--- config.mk ---
export PLATFORM = sky130hd
export DESIGN_NAME = result_reader
export DESIGN_NICKNAME = d
export VERILOG_FILES = /design/src/rtl/subsurf_pkg.sv /design/src/rtl/reader_fifo2.sv /design/src/rtl/result_reader.sv
export SDC_FILE = /design/constraint.sdc
export NUM_CORES = 1
export LEC_CHECK = 0
export BUFFER_PORTS_ARGS = -buffer_cell sky130_fd_sc_hd__buf_2
export CAP_MARGIN = 20
export CORE_MARGIN = 4
export CORE_UTILIZATION = 60
export DETAILED_ROUTE_END_ITERATION = 7
export PLACE_DENSITY = 0.86
export SYNTH_ARGS = -nofsm -noshare
export SYNTH_HDL_FRONTEND = slang
export SYNTH_SLANG_ARGS = --single-unit
--- constraint.sdc ---
create_clock -name clk -period 5.9 [get_ports clk]
set_input_delay 1.18 -clock clk [delete_from_list [all_inputs] [get_ports clk]]
set_output_delay 1.18 -clock clk [all_outputs]
set_load 0.005 [all_outputs]
--- src/rtl/subsurf_pkg.sv ---
// subsurf_pkg: constants and reader FSM state shared by the subsurf RAM readers.
package subsurf_pkg;
   localparam int ADDR_WIDTH = 9;
   localparam logic [3:0] RAM_WE_NONE = 4'b0;
   typedef enum logic [1:0] {IDLE, FETCH, DRAIN, FIN} reader_state_t;
endpackage

--- src/rtl/reader_fifo2.sv ---
// reader_fifo2: 2-entry FIFO holding {last, data} words returned from the RES RAM.
module reader_fifo2 (
   input  logic        clk,
   input  logic        rst_n,
   input  logic        push_i,
   input  logic [32:0] din_i,
   input  logic        pop_i,
   output logic [32:0] dout_o,
   output logic        full_o,
   output logic        empty_o,
   output logic [1:0]  count_o
);
   logic [32:0] mem_q [2];
   logic        wp_q, rp_q;
   logic [1:0]  cnt_q, cnt_d;
   assign cnt_d = cnt_q + {1'b0, push_i} - {1'b0, pop_i};
   always_ff @(posedge clk or negedge rst_n) begin
      if (!rst_n) begin
         mem_q[0] <= '0;
         mem_q[1] <= '0;
         wp_q     <= 1'b0;
         rp_q     <= 1'b0;
         cnt_q    <= 2'd0;
      end else begin
         if (push_i) begin
            mem_q[wp_q] <= din_i;
            wp_q        <= ~wp_q;
         end
         if (pop_i) rp_q <= ~rp_q;
         cnt_q <= cnt_d;
      end
   end
   assign dout_o  = mem_q[rp_q];
   assign full_o  = cnt_q == 2'd2;
   assign empty_o = cnt_q == 2'd0;
   assign count_o = cnt_q;
endmodule

--- src/rtl/result_reader.sv ---
// result_reader: drains a finished mesh from the RES RAM onto a valid/ready stream.
// Defining RESULT_READER_CHECKSUM_EN adds a running checksum of accepted words.
module result_reader #(
   parameter int ADDR_WIDTH = subsurf_pkg::ADDR_WIDTH,
   parameter int BASE_ADDR  = 0,
   parameter int DEPTH      = 512
) (
   input  logic                  clk,
   input  logic                  rst_n,
   input  logic                  start,
   input  logic [31:0]           word_count,
   output logic                  ram_en,
   output logic [ADDR_WIDTH-1:0] ram_a,
   output logic [3:0]            ram_we,
   output logic [31:0]           ram_di,
   input  logic [31:0]           ram_do,
   output logic                  out_valid,
   output logic [31:0]           out_data,
   output logic                  out_last,
   input  logic                  out_ready,
   output logic                  busy,
   output logic                  done
`ifdef RESULT_READER_CHECKSUM_EN
   ,
   output logic [31:0]           checksum
`endif
);
   import subsurf_pkg::*;
   reader_state_t state_q, state_d;
   logic [31:0] n_q, n_d, iss_q, iss_d, acc_q, acc_d;
   logic        inf_q, inf_last_q;
   logic        accept, issue, fifo_push, fifo_pop, fifo_full, fifo_empty;
   logic [1:0]  fifo_cnt;
   logic [32:0] fifo_dout;
   assign ram_we = RAM_WE_NONE;
   assign ram_di = '0;
   assign accept = out_valid && out_ready;
   // A word leaving this cycle frees its slot, which keeps the stream bubble-free.
   assign issue  = state_q == FETCH && ({1'b0, fifo_cnt} + {2'b0, inf_q} - {2'b0, accept}) < 3'd2;
   assign ram_en = issue;
   assign ram_a  = ADDR_WIDTH'(BASE_ADDR + iss_q);
   assign out_valid = !fifo_empty || inf_q;
   assign {out_last, out_data} = !fifo_empty ? fifo_dout : inf_q ? {inf_last_q, ram_do} : 33'b0;
   assign fifo_pop  = accept && !fifo_empty;
   assign fifo_push = inf_q && !(fifo_empty && accept) && (!fifo_full || fifo_pop);
   assign busy = state_q != IDLE;
   assign done = state_q == FIN;
   always_comb begin
      state_d = state_q;
      n_d     = n_q;
      iss_d   = iss_q + {31'b0, issue};
      acc_d   = acc_q + {31'b0, accept};
      if (state_q == IDLE && start) begin
         n_d     = word_count > 32'(DEPTH) ? 32'(DEPTH) : word_count;
         iss_d   = '0;
         acc_d   = '0;
         state_d = n_d == '0 ? DRAIN : FETCH;
      end else if ((state_q == FETCH || state_q == DRAIN) && acc_d == n_q)
         state_d = FIN;
      else if (state_q == FETCH && iss_d == n_q)
         state_d = DRAIN;
      else if (state_q == FIN)
         state_d = IDLE;
   end
   always_ff @(posedge clk or negedge rst_n) begin
      if (!rst_n) begin
         state_q    <= IDLE;
         n_q        <= '0;
         iss_q      <= '0;
         acc_q      <= '0;
         inf_q      <= 1'b0;
         inf_last_q <= 1'b0;
      end else begin
         state_q    <= state_d;
         n_q        <= n_d;
         iss_q      <= iss_d;
         acc_q      <= acc_d;
         inf_q      <= issue;
         inf_last_q <= issue && iss_q == n_q - 32'd1;
      end
   end
   reader_fifo2 u_fifo (
      .clk     (clk),
      .rst_n   (rst_n),
      .push_i  (fifo_push),
      .din_i   ({inf_last_q, ram_do}),
      .pop_i   (fifo_pop),
      .dout_o  (fifo_dout),
      .full_o  (fifo_full),
      .empty_o (fifo_empty),
      .count_o (fifo_cnt)
   );
`ifdef RESULT_READER_CHECKSUM_EN
   logic [31:0] checksum_q;
   always_ff @(posedge clk or negedge rst_n) begin
      if (!rst_n) checksum_q <= '0;
      else if (state_q == IDLE && start) checksum_q <= '0;
      else if (accept) checksum_q <= checksum_q + out_data;
   end
   assign checksum = checksum_q;
`endif
endmodule

==> run metrics <==
most frequent cells in the layout 169 x dfrtp_1, 112 x buf_2, 110 x nor2_1; cell family with most CP delay simple AND/OR/NAND/NOR gates; Crit path required time 6.21 ns; CTS Buf Count 17; top cell type's share of synthesized area 0.357; Post-CTS Resized 0; Synth Area per Inst 9.06 um2; Static Leak 5.86 nW; number of synthesized flops with an enable pin 0; most common cell after layout, fill and taps aside dfrtp_1; status finished clean; Final Total Pwr 0.00295 W; Final ANT Viol Nets 0; DR vias 10600; Synth Register Bits 170; first-iteration detailed-routing DRC count 1161; CP peak stage delay 0.59 ns; largest net degree at the start of global routing 92; die area 0.0222 mm2; clock latency on the worst-skew pair 0.45 ns; CTS tree done; vias in the first global route 9972; RSZ-0062 raised after global routing false; Worst path slowest cell or4_1; clock-pin slew on the worst setup and hold paths 0.08 ns; Seq pwr share 0.449; worst-path maximum fanout 6; area of the multi-input gates 0.00694 mm2; final setup vio count 0; Worst Hold Class reg2reg; CP Class reg2reg; cells after synthesis 1315; I/O pin cnt 150; setup TNS 0 ns; Post-Syn Area 0.0119 mm2; root buf cell clkbuf_16; min Tclk post-route 5.25 ns; prevailing post-synth register cell dfrtp_1; routed vias/inst 6.51; Die Wd 149 um; PortBufs 113; R2R setup slack 0.65 ns; hold wc startpoint u_fifo.wp_q; Ys Warns 0; fillcell total 1552; crit-path cells or3_1 -> and2_1 -> ha_1 -> nand2b_1 -> fa_1 -> xnor2_1 -> and3_1 -> ha_1 -> and4_1 -> nand4_1 -> o22a_1 -> a2111oi_0 -> nand4b_1 -> or4_1 -> o311ai_1 -> o31ai_1; share of cells above drive strength 1 0.175; post-synth cell types 81; final period utilization 0.890; Clock Power Share 0.407; drc violations 0; nets@finish 1423; peak supply drop 0.000216 V; final cell count without fillers 1621; antenna violations before repair 1; H-tree depth 4; r2r worst-path depth 16; core area 0.0195 mm2; global-route wire length before repair 54.5 mm; final WL 35.0 mm; Hold Path Depth 1; Final Util 0.662; Buf/Inv on CP 0; skew final 0.0183 ns; Cell Int Power 0.00198 W; CTS Hold Bufs 0; Slew headroom 0.280; DP HPWL 24.9 mm; placed cells 1589; Detailed Routing Iterations Pass 1 8; GR Overflow Total 0; dominant cell type by area after synthesis dfrtp_1; cell area power density 228 mW/mm2; Max-Cap Viols 0; postcts setup bufs 0; placer congestion estimate 0.999; Max Root-Sink Buffers 2; sequential area share after synthesis 0.357; Clock Sinks 170; Starting Density 0.610; async set-or-reset flop fraction in the synthesized netlist 1.00; switching power of the nets 0.000964 W; CP Launch Type flip-flop; ANT cells 0; Area contributors post-synth dfrtp_1 36%, xnor2_1 6.5%, mux2_2 6.3%, mux2i_1 3.5%, nor2_1 3.5%; Die Ht 149 um; Slew @ Worst Pin 1.07 ns; Syn-to-layout area delta 8.53%; register area 0.00426 mm2; Core Rows 51; Pins Over Slew Limit 0; Final Hold Fails 0; R2R Path Start u_fifo.count_o[1]; switching share of power 0.327; crit-path most repeated cell ha_1; Hold EP u_fifo.wp_q; Avg WL per Cell 21.6 um; Global Route Usage Sum 0.313; CP arrival 5.56 ns; CP endpoint kind flip-flop; combinational share of power 0.144; r2r endpoint state_q[0]; Peak Freq 190 MHz
==> sequential cells by signal (all words and copies together), names as in the netlist, 2 cells and up <==
signal / cells
acc_q: 32
iss_q: 32
n_q: 32
state_q: 2
u_fifo.count_o: 2
u_fifo.mem_q: 66
==> metal layers <==
metal,share of wire,global-route usage,vias up
met3,0.11,0.0684,106
met4,0.033,0.114,2
met2,0.46,0.489,628
met1,0.40,0.433,5111
li1,-,-,4708
met5,0.00034,0,-
==> logic make-up (layout without fill, tap and decap cells) <==
kind of cell / after synthesis / after routing / synth area share
other: 1 / 36 / 0.000315
and+or+nand+nor: 525 / 525 / 0.241
xor gates and xnor gates: 142 / 142 / 0.115
adders and majority gates: 12 / 12 / 0.0132
buffers and inverters: 175 / 181 / 0.0722
AOI/OAI and AO/OA: 181 / 181 / 0.103
DFF: 170 / 170 / 0.357
muxes: 109 / 109 / 0.0986
==> cells in the mapped netlist, drive strengths merged, types with 35 or more instances <==
cell type	number
mux2	67
nor4	39
clkbuf	71
xnor2	89
nand3	82
dfrtp	170
buf	79
nor3	35
nor2	111
xor2	44
nand2	59
mux2i	42
o21ai	63
and2	38
nand4	50
==> worst max path at each step <==
stage / start / to / slack [ns] / cells after the start
floorplan: out_ready / state_q[0] / 1.06 / 15
global placement: out_ready / state_q[0] / 0.52 / 17
detailed placement: out_ready / state_q[0] / 0.39 / 16
CTS: u_fifo.count_o[1] / state_q[0] / 0.72 / 16
global route: u_fifo.count_o[1] / state_q[0] / 0.36 / 16
finish: u_fifo.count_o[1] / state_q[0] / 0.65 / 16
==> final cells by class <==
| class | instances | area share |
|---|---|---|
| multi-input combinational | 1005 | 0.537 |
| sequential | 170 | 0.329 |
| timing repair buffer | 124 | 0.0522 |
| clock buffer | 17 | 0.0329 |
| tap | 265 | 0.0256 |
| clock inverter | 15 | 0.0162 |
| inverter | 25 | 0.00726 |
==> metrics by stage <==
stage / instance area [um2] / worst slack [ns] / hold slack (ns)
global route: 12900 / 0.363 / 0.511
floorplan: 12000 / 1.06 / 0.454
detailed placement: 12300 / 0.390 / 0.475
CTS: 12900 / 0.717 / 0.501
global placement: 12300 / 0.520 / 0.466
finish: 12900 / 0.647 / 0.503
==> power by group through the flow <==
stage	Clock (W)	Sequential [W]	Combinational (W)
final	0.00120	0.00132	0.000424
after global routing	0.00126	0.00133	0.000465
after CTS	0.00121	0.00132	0.000421
after detailed placement	0	0.00134	0.000415
after global placement	0	0.00134	0.000375
after floorplan	0	0.00124	0.000377
Note: power is estimated with default switching activity, not from simulation.
